<file path="src/rtl/fifo_drain_pkg.sv">
// fifo_drain_pkg
// Shared definitions for the FIFO drain arbiter: the arbitration state
// encoding, the width of the per-burst pop counter and a saturating
// increment helper for that counter.
//
// Optional feature macro used elsewhere in this slice:
//   FIFO_DRAIN_ARBITER_STATS_EN - adds per-port accepted-word counters.
package fifo_drain_pkg;

    // Arbiter is either waiting for any upstream FIFO to hold data, or
    // draining the granted port.
    typedef enum logic [0:0] {
        IDLE  = 1'b0,
        BURST = 1'b1
    } state_e;

    // Width of the pop counter inside one burst.
    localparam int BURST_CNT_W = 8;

    // Increment that sticks at the limit instead of wrapping.
    function automatic logic [BURST_CNT_W-1:0] sat_inc(
        input logic [BURST_CNT_W-1:0] cnt,
        input logic [BURST_CNT_W-1:0] limit
    );
        return (cnt >= limit) ? limit : cnt + BURST_CNT_W'(1);
    endfunction

endpackage

</file>
<file path="src/rtl/fifo_drain_arbiter_if.sv">
// fifo_drain_arbiter_if
// Bundles the upstream FIFO read side and the downstream valid/ready stream
// of the FIFO drain arbiter.
//
// Signals:
//   fifo_empty     - per-port empty flag of each upstream FIFO
//   fifo_dout      - per-port FIFO data, port i at [i*DATA_WIDTH +: DATA_WIDTH]
//   fifo_shift_out - per-port pop strobe, at most one bit high
//   m_data/m_port  - downstream word and the port it came from
//   m_valid/m_ready- downstream handshake
// Modports: master = the arbiter, slave = its environment.
interface fifo_drain_arbiter_if #(
    parameter int NUM_PORTS  = 4,
    parameter int DATA_WIDTH = 32
);
    localparam int PORT_W = $clog2(NUM_PORTS);

    logic [NUM_PORTS-1:0]            fifo_empty;
    logic [NUM_PORTS*DATA_WIDTH-1:0] fifo_dout;
    logic [NUM_PORTS-1:0]            fifo_shift_out;
    logic [DATA_WIDTH-1:0]           m_data;
    logic [PORT_W-1:0]               m_port;
    logic                            m_valid;
    logic                            m_ready;

    modport master (
        input  fifo_empty, fifo_dout, m_ready,
        output fifo_shift_out, m_data, m_port, m_valid
    );

    modport slave (
        output fifo_empty, fifo_dout, m_ready,
        input  fifo_shift_out, m_data, m_port, m_valid
    );

endinterface

</file>
<file path="src/rtl/fifo_drain_arbiter_rr_pick.sv">
// rr_pick
// Combinational round-robin winner search. Starting at ptr+1 and wrapping
// through ptr itself, returns the first requesting index both one-hot and
// binary encoded. Both outputs are zero when nothing requests.
//
// Ports:
//   req       - request vector
//   ptr       - index of the previous winner
//   grant_oh  - one-hot winner
//   grant_idx - binary winner index
module rr_pick #(
    parameter int N = 4
) (
    input  logic [N-1:0]         req,
    input  logic [$clog2(N)-1:0] ptr,
    output logic [N-1:0]         grant_oh,
    output logic [$clog2(N)-1:0] grant_idx
);

    // Walk the candidates from the farthest (ptr itself) to the nearest
    // (ptr+1); the last hit overwrites earlier ones, so the nearest
    // requester after the pointer wins.
    always_comb begin
        grant_oh  = '0;
        grant_idx = '0;
        for (int k = N; k >= 1; k--) begin
            if (req[(int'(ptr) + k) % N]) begin
                grant_oh                       = '0;
                grant_oh[(int'(ptr) + k) % N]  = 1'b1;
                grant_idx = ($clog2(N))'((int'(ptr) + k) % N);
            end
        end
    end

endmodule

</file>
<file path="src/rtl/fifo_drain_arbiter.sv">
// fifo_drain_arbiter
// Drains NUM_PORTS upstream first-word-fall-through-less FIFOs (read latency
// 1) into one valid/ready stream. Ports are served round-robin in bursts of
// up to BURST_LEN pops. Popped words land in a 2-entry output buffer; pops
// are only issued when the buffer plus the word in flight leaves room, so
// back-pressure never loses data.
//
// Ports:
//   clk, rst   - clock and synchronous active-high reset
//   bus        - fifo_drain_arbiter_if.master (FIFO side + downstream stream)
//   stat_words - per-port accepted-word counters, 32 bits each
//                (only with FIFO_DRAIN_ARBITER_STATS_EN defined)
module fifo_drain_arbiter
    import fifo_drain_pkg::*;
#(
    parameter int NUM_PORTS  = 4,
    parameter int DATA_WIDTH = 32,
    parameter int BURST_LEN  = 4
) (
    input  logic                    clk,
    input  logic                    rst,
    fifo_drain_arbiter_if.master    bus
`ifdef FIFO_DRAIN_ARBITER_STATS_EN
    ,
    output logic [NUM_PORTS*32-1:0] stat_words
`endif
);

    localparam int PORT_W = $clog2(NUM_PORTS);
    localparam logic [BURST_CNT_W-1:0] BURST_LIMIT = BURST_CNT_W'(BURST_LEN);

    state_e                  state_q, state_d;
    logic [PORT_W-1:0]       last_grant_q, last_grant_d;
    logic [BURST_CNT_W-1:0]  burst_cnt_q, burst_cnt_d;
    logic                    inflight_q, inflight_d;
    logic [PORT_W-1:0]       inflight_port_q, inflight_port_d;
    logic                    out_valid_q, out_valid_d;
    logic [DATA_WIDTH-1:0]   out_data_q, out_data_d;
    logic [PORT_W-1:0]       out_port_q, out_port_d;
    logic                    skid_valid_q, skid_valid_d;
    logic [DATA_WIDTH-1:0]   skid_data_q, skid_data_d;
    logic [PORT_W-1:0]       skid_port_q, skid_port_d;

    logic [NUM_PORTS-1:0]    req_vec;
    logic [NUM_PORTS-1:0]    pick_oh;
    logic [PORT_W-1:0]       pick_idx;
    logic                    pick_any;
    logic                    accept;
    logic [1:0]              slots_used;
    logic                    grant_empty;
    logic                    pop;
    logic [NUM_PORTS-1:0]    shift_vec;
    logic [DATA_WIDTH-1:0]   in_data;

    // A port requests service whenever its FIFO holds data. The search
    // always starts just after the last granted port, which also lets a
    // lone busy port be re-granted straight away.
    assign req_vec = ~bus.fifo_empty;

    rr_pick #(
        .N (NUM_PORTS)
    ) u_rr_pick (
        .req       (req_vec),
        .ptr       (last_grant_q),
        .grant_oh  (pick_oh),
        .grant_idx (pick_idx)
    );

    assign pick_any = |pick_oh;

    // Pop qualification. A slot counts as used if it holds a word or a word
    // is on its way from last cycle's pop; a word leaving downstream this
    // cycle frees its slot immediately so a single port can stream at full
    // rate. Pops stop while reset is asserted so nothing is lost upstream
    // during reset beyond what was already in flight.
    always_comb begin
        accept      = out_valid_q && bus.m_ready;
        slots_used  = {1'b0, out_valid_q} + {1'b0, skid_valid_q}
                    + {1'b0, inflight_q} - {1'b0, accept};
        grant_empty = bus.fifo_empty[last_grant_q];
        pop         = !rst && (state_q == BURST) && !grant_empty
                    && (slots_used < 2'd2) && (burst_cnt_q < BURST_LIMIT);
        shift_vec   = '0;
        shift_vec[last_grant_q] = pop;
    end

    // Arbitration state. The grant is re-evaluated either when the granted
    // FIFO shows empty or in the same cycle the last pop of a burst goes
    // out, so a full burst hands over without a dead cycle.
    always_comb begin
        state_d      = state_q;
        last_grant_d = last_grant_q;
        burst_cnt_d  = burst_cnt_q;
        unique case (state_q)
            IDLE: begin
                if (pick_any) begin
                    state_d      = BURST;
                    last_grant_d = pick_idx;
                    burst_cnt_d  = '0;
                end
            end
            BURST: begin
                if (grant_empty) begin
                    state_d      = pick_any ? BURST : IDLE;
                    last_grant_d = pick_any ? pick_idx : last_grant_q;
                    burst_cnt_d  = '0;
                end else if (pop) begin
                    burst_cnt_d = sat_inc(burst_cnt_q, BURST_LIMIT);
                    if (burst_cnt_d == BURST_LIMIT) begin
                        state_d      = pick_any ? BURST : IDLE;
                        last_grant_d = pick_any ? pick_idx : last_grant_q;
                        burst_cnt_d  = '0;
                    end
                end
            end
            default: begin
                state_d     = IDLE;
                burst_cnt_d = '0;
            end
        endcase
    end

    // Output buffer: the head register drives the stream directly, the skid
    // register catches the one extra word that can arrive while the head is
    // stalled. Words always move skid -> head, keeping pop order.
    always_comb begin
        in_data         = bus.fifo_dout[int'(inflight_port_q)*DATA_WIDTH +: DATA_WIDTH];
        inflight_d      = pop;
        inflight_port_d = last_grant_q;
        out_valid_d     = out_valid_q;
        out_data_d      = out_data_q;
        out_port_d      = out_port_q;
        skid_valid_d    = skid_valid_q;
        skid_data_d     = skid_data_q;
        skid_port_d     = skid_port_q;
        if (!out_valid_q || accept) begin
            if (skid_valid_q) begin
                out_valid_d  = 1'b1;
                out_data_d   = skid_data_q;
                out_port_d   = skid_port_q;
                skid_valid_d = inflight_q;
                if (inflight_q) begin
                    skid_data_d = in_data;
                    skid_port_d = inflight_port_q;
                end
            end else if (inflight_q) begin
                out_valid_d = 1'b1;
                out_data_d  = in_data;
                out_port_d  = inflight_port_q;
            end else begin
                out_valid_d = 1'b0;
            end
        end else if (inflight_q) begin
            skid_valid_d = 1'b1;
            skid_data_d  = in_data;
            skid_port_d  = inflight_port_q;
        end
    end

    // All state lives here. Reset empties the buffer and drops the word in
    // flight, and points last_grant at the top port so port 0 is served
    // first afterwards.
    always_ff @(posedge clk) begin
        if (rst) begin
            state_q         <= IDLE;
            last_grant_q    <= PORT_W'(NUM_PORTS - 1);
            burst_cnt_q     <= '0;
            inflight_q      <= 1'b0;
            inflight_port_q <= '0;
            out_valid_q     <= 1'b0;
            out_data_q      <= '0;
            out_port_q      <= '0;
            skid_valid_q    <= 1'b0;
            skid_data_q     <= '0;
            skid_port_q     <= '0;
        end else begin
            state_q         <= state_d;
            last_grant_q    <= last_grant_d;
            burst_cnt_q     <= burst_cnt_d;
            inflight_q      <= inflight_d;
            inflight_port_q <= inflight_port_d;
            out_valid_q     <= out_valid_d;
            out_data_q      <= out_data_d;
            out_port_q      <= out_port_d;
            skid_valid_q    <= skid_valid_d;
            skid_data_q     <= skid_data_d;
            skid_port_q     <= skid_port_d;
        end
    end

    // Outputs are forced quiet for the whole reset cycle, not just after
    // the reset edge.
    assign bus.fifo_shift_out = shift_vec;
    assign bus.m_valid        = out_valid_q && !rst;
    assign bus.m_data         = rst ? '0 : out_data_q;
    assign bus.m_port         = rst ? '0 : out_port_q;

`ifdef FIFO_DRAIN_ARBITER_STATS_EN
    logic [31:0] stat_cnt_q [NUM_PORTS];

    // One free-running counter per port, bumped on every downstream accept
    // of a word from that port; wraps naturally at 2^32.
    always_ff @(posedge clk) begin
        if (rst) begin
            for (int i = 0; i < NUM_PORTS; i++) begin
                stat_cnt_q[i] <= '0;
            end
        end else if (accept) begin
            stat_cnt_q[out_port_q] <= stat_cnt_q[out_port_q] + 32'd1;
        end
    end

    // Flatten the counters onto the output bus, port i at [i*32 +: 32].
    always_comb begin
        stat_words = '0;
        for (int i = 0; i < NUM_PORTS; i++) begin
            stat_words[i*32 +: 32] = stat_cnt_q[i];
        end
    end
`else
    // Statistics counters are not built in this configuration.
`endif

endmodule

</file>
<file path="src/flat_wrapper.sv">
// flat-port wrapper written by rule: the top's interface ports become plain ports
module fifo_drain_arbiter_flat import fifo_drain_pkg::*;
#(
    parameter int NUM_PORTS  = 4,
    parameter int DATA_WIDTH = 32,
    parameter int BURST_LEN  = 4
)
  (clk, rst, bus_fifo_empty, bus_fifo_dout, bus_m_ready, bus_fifo_shift_out, bus_m_data, bus_m_port, bus_m_valid);
  fifo_drain_arbiter_if #(.NUM_PORTS(NUM_PORTS), .DATA_WIDTH(DATA_WIDTH)) bus_i ();
  input  logic clk;
  input  logic rst;
  input wire logic [$bits(bus_i.fifo_empty)-1:0] bus_fifo_empty;
  input wire logic [$bits(bus_i.fifo_dout)-1:0] bus_fifo_dout;
  input wire logic [$bits(bus_i.m_ready)-1:0] bus_m_ready;
  output wire logic [$bits(bus_i.fifo_shift_out)-1:0] bus_fifo_shift_out;
  output wire logic [$bits(bus_i.m_data)-1:0] bus_m_data;
  output wire logic [$bits(bus_i.m_port)-1:0] bus_m_port;
  output wire logic [$bits(bus_i.m_valid)-1:0] bus_m_valid;
  assign bus_i.fifo_empty = bus_fifo_empty;
  assign bus_i.fifo_dout = bus_fifo_dout;
  assign bus_i.m_ready = bus_m_ready;
  assign bus_fifo_shift_out = bus_i.fifo_shift_out;
  assign bus_m_data = bus_i.m_data;
  assign bus_m_port = bus_i.m_port;
  assign bus_m_valid = bus_i.m_valid;
  fifo_drain_arbiter #(.NUM_PORTS(NUM_PORTS), .DATA_WIDTH(DATA_WIDTH), .BURST_LEN(BURST_LEN)) u_core (.clk(clk), .rst(rst), .bus(bus_i));
endmodule
</file>
<file path="config.mk">
export PLATFORM = sky130hd
export DESIGN_NAME = fifo_drain_arbiter_flat
export DESIGN_NICKNAME = d
export VERILOG_FILES = /design/src/rtl/fifo_drain_pkg.sv /design/src/rtl/fifo_drain_arbiter_if.sv /design/src/rtl/fifo_drain_arbiter_rr_pick.sv /design/src/rtl/fifo_drain_arbiter.sv /design/src/flat_wrapper.sv
export SDC_FILE = /design/constraint.sdc
export NUM_CORES = 1
export LEC_CHECK = 0
export ABC_AREA = 1
export BUFFER_PORTS_ARGS = -buffer_cell sky130_fd_sc_hd__clkbuf_2
export CAP_MARGIN = 20
export CORE_AREA = 3 3 100 102
export CTS_CLUSTER_SIZE = 14
export DETAILED_ROUTE_END_ITERATION = 8
export DIE_AREA = 0 0 103 105
export PLACE_DENSITY = 0.89
export SLEW_MARGIN = 30
export SYNTH_ARGS = -nofsm -noshare
export SYNTH_HDL_FRONTEND = slang
export SYNTH_HIERARCHICAL = 1
export SYNTH_SLANG_ARGS = --single-unit
</file>
<file path="constraint.sdc">
create_clock -name clk -period 7.53 [get_ports clk]
set_input_delay 1.506 -clock clk [delete_from_list [all_inputs] [get_ports clk]]
set_output_delay 1.506 -clock clk [all_outputs]
set_load 0.01 [all_outputs]
</file>
# [Word level (Yosys, flattened, before mapping)]
# Index checks and enable logic that the tools add are counted.
[totals] out_inout_bits=39 reg_bits=84 ram_bits=0 wordCells=135 romBits=0 in_bits=135 n_memories=0 latch_bits=0
[op_classes] div=0 n_mux=65 shift=1 eq_ne=5 order_cmp=13 bitwise_logic=7 mul=0 reduce_logical=25 add_sub_neg=8
[op_table] operator="$mux 32" n=6
[op_table] operator="$shiftx 128x8->32" n=1
[op_table] operator="$mux 8" n=5
[op_table] operator="$mux 2" n=14
[op_table] operator="$mux 1" n=23
[op_table] operator="$lt 3x4->1 const B" n=4
[op_table] operator="$mux 4" n=4
[op_table] operator="$pmux 8 s2" n=1
[op_table] operator="$ge 3x1->1 const B" n=4
[op_table] operator="$logic_and 1x1->1" n=11
[op_table] operator="$bmux 1 s2" n=5
[op_table] operator="$demux 1 s2" n=5
[op_table] operator="$add 8x1->8 const B" n=1
[op_table] operator="$eq 8x3->1 const B" n=1
[op_table] operator="$ge 8x3->1 const B" n=1
[op_table] operator="$lt 8x3->1 const B" n=1
[op_table] operator="$reduce_or 2->1" n=4
[op_table] operator="$ne 3x3->1 const B" n=2
[op_table] operator="$reduce_and 2->1" n=3
[op_table] operator="$add 2x1->2 const B" n=2
[op_table] operator="$add 2x2->2 const B" n=2
[op_table] operator="$and 1x1->1 const A" n=4
[op_table] operator="$and 4x4->4" n=1
[op_table] operator="$ne 2x1->1 const B" n=2
[op_table] operator="other kinds (14)" n=17

# [Longest topological paths before layout]
[depth] word_depth=17 ltp_mapped=18 mapped_depth_nobuf=17

# [By module]
# Netlist, hierarchy kept.
[by_module_without_submodules] module="fifo_drain_arbiter" area_per_inst_um2=4559.4 seq_area_each_um2=1681.6 cells_each=734 n_inst=1
[by_module_without_submodules] module="rr_pick" area_per_inst_um2=456.7 seq_area_each_um2=0.0 cells_each=87 n_inst=1

# [Worst setup path after synthesis]
# Ideal clock, no wire load.
[synth_path] kind="input-to-output" startpoint="input port bus_m_ready" endpoint="output port bus_fifo_shift_out[0]" n_path_buf=0 path_slack_ps=3545 path_stages=7 required_time_ps=6024 arrival_ps=2479 path_cell_list="nor2_2 -> ha_1 -> nand2_1 -> nand2_1 -> inv_1 -> nand3_1 -> nor3_1"
[synth_between] elab_chain_cells=6
[synth_rtl] element="start: declaration" line_no="flat_wrapper.sv:14" rtl="input wire logic [$bits(bus_i.m_ready)-1:0] bus_m_ready;"
[synth_rtl] element="$logic_and 1x1->1" line_no="fifo_drain_arbiter.sv:77" rtl="accept = out_valid_q && bus.m_ready;"
[synth_rtl] element="$sub 2x1->2" line_no="fifo_drain_arbiter.sv:79" rtl="+ {1'b0, inflight_q} - {1'b0, accept};"
[synth_rtl] element="$lt 2x2->1" line_no="fifo_drain_arbiter.sv:82" rtl="&& (slots_used < 2'd2) && (burst_cnt_q < BURST_LIMIT);"
[synth_rtl] element="$logic_and 1x1->1 (2 in series)" line_no="fifo_drain_arbiter.sv:82"
[synth_rtl] element="$and 4x4->4 (no source line)"
[synth_rtl] element="end: declaration" line_no="flat_wrapper.sv:15" rtl="output wire logic [$bits(bus_i.fifo_shift_out)-1:0] bus_fifo_shift_out;"
# Every way passes these cells.

# [Final worst setup path]
[layout_path] startpoint="input port bus_m_ready" endpoint="output port bus_fifo_shift_out[1]"
# Same word-level chain as after synthesis.

==> run summary <==
The number of buffers added to fix hold violations after cts is 0. The horizontal die dimension is 103 um. The number of fill cells is just under 900.

The net count after synthesis came out at around 970. The worst hold margin is between 0.4 and 0.5 ns. In this run the worst setup path begins at bus_m_ready. After detailed routing, the number of remaining DRC violations is 0.

The clock transition at the registers of the reported paths is 0.09 ns. The share of total power in combinational logic came out at 45.9%. Timing analysis after detailed placement gives a worst setup slack of 3.28 ns. The fraction of the yosys area taken by sequential cells is 33.5%.

The capturing element type of the critical path is an output pin. The number of cells on the worst reg-to-reg path came out at 17. The highest clock rate is 0.235 GHz. The net switching power figure came out at 710 uW. The worst register-to-register path begins at u_core/inflight_port_d[0].

The number of flops mapped to enable cells by yosys came out at 0. The wire length of the first global-routing pass is about 22000 um. STA classifies the critical path startpoint as an input pin.

The most used flip-flop cell after synthesis is dfxtp_1. The post-synthesis cell count is 821. The share of total power dissipated in the clock network is about 21%. In the routed layout, each cell is associated on average with a via count of 5.10. The flow ran to the end, and the final reports show no timing, DRC or antenna violations. The initial core utilization came out at between 50% and 60%. The full die area is 0.0108 mm^2. The post-detailed-placement half-perimeter wirelength came out at between 9000 and 10000 um. At the end of routability-driven placement, the weighted congestion stood at 0.830. The register bit total from synthesis is 84. The die is 105 um tall. The clock passes through at most 2 buffers.

The sequential fraction of design power is 33.5%. The leakage power is 0.00326 uW. The critical path data arrival time is 2.76 ns.

The post-route antenna net violation count came out at 0. For the pin with the worst max-slew slack, the measured transition is 0.832 ns. Entering global routing, the biggest net connects 68 pins.

Walking the worst path, the cells encountered are clkbuf_2 -> nor2_2 -> ha_1 -> nand2_1 -> nand2_1 -> inv_1 -> nand3_1 -> nor3_1 -> clkbuf_2. The H-tree was split into 3 levels. On the worst path, the slowest cell contributes a delay of 0.26 ns. The final route contains 5483 vias. The synthesis warning total is 6. The number of nets at the end of the flow is 1103. The peak ir drop on the vdd network is 0.000211 V. Along the worst path, the maximum fanout reaches 5. The post-cts resize count is 0. The total global-route track usage is between 20% and 30%.

TritonCTS created 9 clock buffers. The proportion of synthesized flip-flops having asynchronous set or reset is 0%. The min-delay analysis places its worst path in the category reg2reg.

The tool flagged a number of max-cap violations equal to 0. The cell row count is 35. The final critical path takes up 56.6% of the cycle. The cell-internal power is 915 uW. The number of iterations in the first detailed-routing pass is 4. The number of failing hold endpoints at the final stage is 0. The post-CTS repair timing setup buffer count came out at 0.

The final worst-path setup slack is about 3.3 ns. The number of antenna diodes in the final layout is 0. The number of setup violations in the final report came out at 0. A synthesized cell averages between 6 and 7 um^2.

The power density normalized to cell area is 269 mW/mm^2. The slowest stage of the critical path belongs to the cell ha_1. The clock reaches the later pin of the worst-skew pair after 0.36 ns. The count of buffers from port buffering came out at ~170.

Clock tree synthesis selected as its root buffer the cell clkbuf_8. The normalized max-slew margin came out at 44.4%. The mapped netlist covers 0.00502 mm^2. Compared with the post-synthesis result, the final layout area differs by 20.5%. The setup slack of the most critical reg-to-reg path came out at 4.33 ns. After global routing the overflow that remains totals 0. The worst setup path is of the in2out kind.

The fraction of power spent switching nets came out at between 40% and 50%. The worst clock skew is ~0.012 ns. The endpoint required time on the critical path came out at 6.02 ns. The critical path ends at bus_fifo_shift_out[1]. The number of global-route vias before repair is ~4.8k. The total power draw came out at 1630 uW.

The wire length reported by the detailed router is roughly 14000 um. The top-level port count came out at 174. The floorplan step defined a core boundary enclosing 0.00920 mm^2.

Yosys mapped the design onto 28 distinct sky130hd cell types. TritonCTS built the clock tree. The initial antenna violation count is 0.

Counting I/O delays and the setup requirement, the final critical path takes 4.26 ns. Setup repair after global routing left no endpoint under its margin. The endpoint identified for the worst register-to-register timing path is u_core/burst_cnt_q[2]. The fraction of final layout cells with drive strength greater than 1 came out at 23.3%. The first-iteration detailed-routing DRC count is 228. The post-detailed-route wirelength per cell came out at 12.9 um.

The sum of negative setup slack is 0 ns. The final number of max-transition violations came out at 0. CTS saw 84 sinks.
[per-layer routing]
| metal | track usage [%] | wire [um] | up-vias |
|---|---|---|---|
| met5 | 0 | 0 | - |
| met2 | 40.6 | 6420 | 182 |
| met4 | 8.33 | 265 | 0 |
| li1 | - | - | 2889 |
| met1 | 33.2 | 6090 | 2391 |
| met3 | 4.94 | 1110 | 21 |
[final cells by class]
class | count | area (um^2) | share of cell area [%]
multi-input combinational | 611 | 2820 | 46.7
sequential | 84 | 1680 | 27.9
timing repair buffer | 178 | 903 | 14.9
inverter | 75 | 285 | 4.72
tap | 111 | 139 | 2.30
clock buffer | 10 | 138 | 2.28
clock inverter | 6 | 71.3 | 1.18
[per-stage QoR]
stage	utilization [%]	instances	instance area [um^2]
4_1_cts	65.7	1075	6040
3_5_place_dp	63.5	1059	5840
2_1_floorplan	-	821	5020
5_1_grt	65.7	1075	6040
3_3_place_gp	63.4	1059	5830
6_report	65.7	1075	6040
[Yosys cell counts, drive strengths merged, types with 6 or more instances]
| library cell | count | area [um^2] |
|---|---|---|
| nand2 | 323 | 1250 |
| a21oi | 108 | 548 |
| dfxtp | 84 | 1680 |
| inv | 74 | 278 |
| nor2 | 67 | 284 |
| o21ai | 37 | 185 |
| o211ai | 32 | 240 |
| buf | 31 | 160 |
| nand3 | 24 | 135 |
| clkbuf | 20 | 75.1 |
| ha | 9 | 113 |
| nor3 | 6 | 30.0 |
[state kept, by name, indices dropped and copies added, names as in the netlist]
register                flops
u_core/burst_cnt_q          8
u_core/inflight_port_d      2
u_core/inflight_port_q      2
u_core/inflight_q           1
u_core/out_data_q          32
u_core/out_port_q           2
u_core/out_valid_q          1
u_core/skid_data_q         32
u_core/skid_port_q          2
u_core/skid_valid_q         1
u_core/state_q              1
[power groups by stage]
stage / registers, uW / logic (uW) / clock network [uW]
after floorplan: 532 / 592 / 0
after global placement: 553 / 723 / 0
after detailed placement: 554 / 738 / 0
after CTS: 544 / 742 / 344
after global routing: 552 / 858 / 362
final: 544 / 745 / 335
[worst min-delay path by stage]
stage | cells past startpoint | slack (ns) | endpoint | start
2_1_floorplan | 2 | 0.41 | u_core/burst_cnt_q[3] | u_core/burst_cnt_q[3]
4_1_cts | 2 | 0.44 | u_core/burst_cnt_q[6] | u_core/burst_cnt_q[6]
6_report | 2 | 0.44 | u_core/burst_cnt_q[3] | u_core/burst_cnt_q[3]
3_3_place_gp | 2 | 0.43 | u_core/burst_cnt_q[6] | u_core/burst_cnt_q[6]
3_5_place_dp | 2 | 0.43 | u_core/burst_cnt_q[6] | u_core/burst_cnt_q[6]
5_1_grt | 2 | 0.47 | u_core/burst_cnt_q[6] | u_core/burst_cnt_q[6]
[critical path: cells and delay by family]
family | cells | cell delay (ns)
adders and majority gates | 1 | 0.26
buffers and inverters | 3 | 0.31
and+or+nand+nor | 5 | 0.68
[cell usage in the layout, fill, tap and decap left out, types with 2 or more instances in the layout]
cell / n
a21oi_1: 106
a31oi_1: 2
buf_4: 5
clkbuf_2: 173
clkbuf_8: 10
clkinv_2: 2
dfxtp_1: 82
dfxtp_2: 2
ha_1: 9
inv_1: 67
inv_2: 6
nand2_1: 312
nand2_2: 9
nand2_4: 2
nand3_1: 21
nand3_2: 3
nor2_1: 62
nor2_4: 4
nor3_1: 6
o211ai_1: 32
o21ai_0: 36
[kinds of logic after synthesis]
family / share of synthesized area (%)
and+or+nand+nor: 34.2
DFF: 33.5
AOI/OAI and AO/OA: 19.7
adders and majority gates: 2.24
buffers and inverters: 10.3
Note: power is estimated with default switching activity, not from simulation.
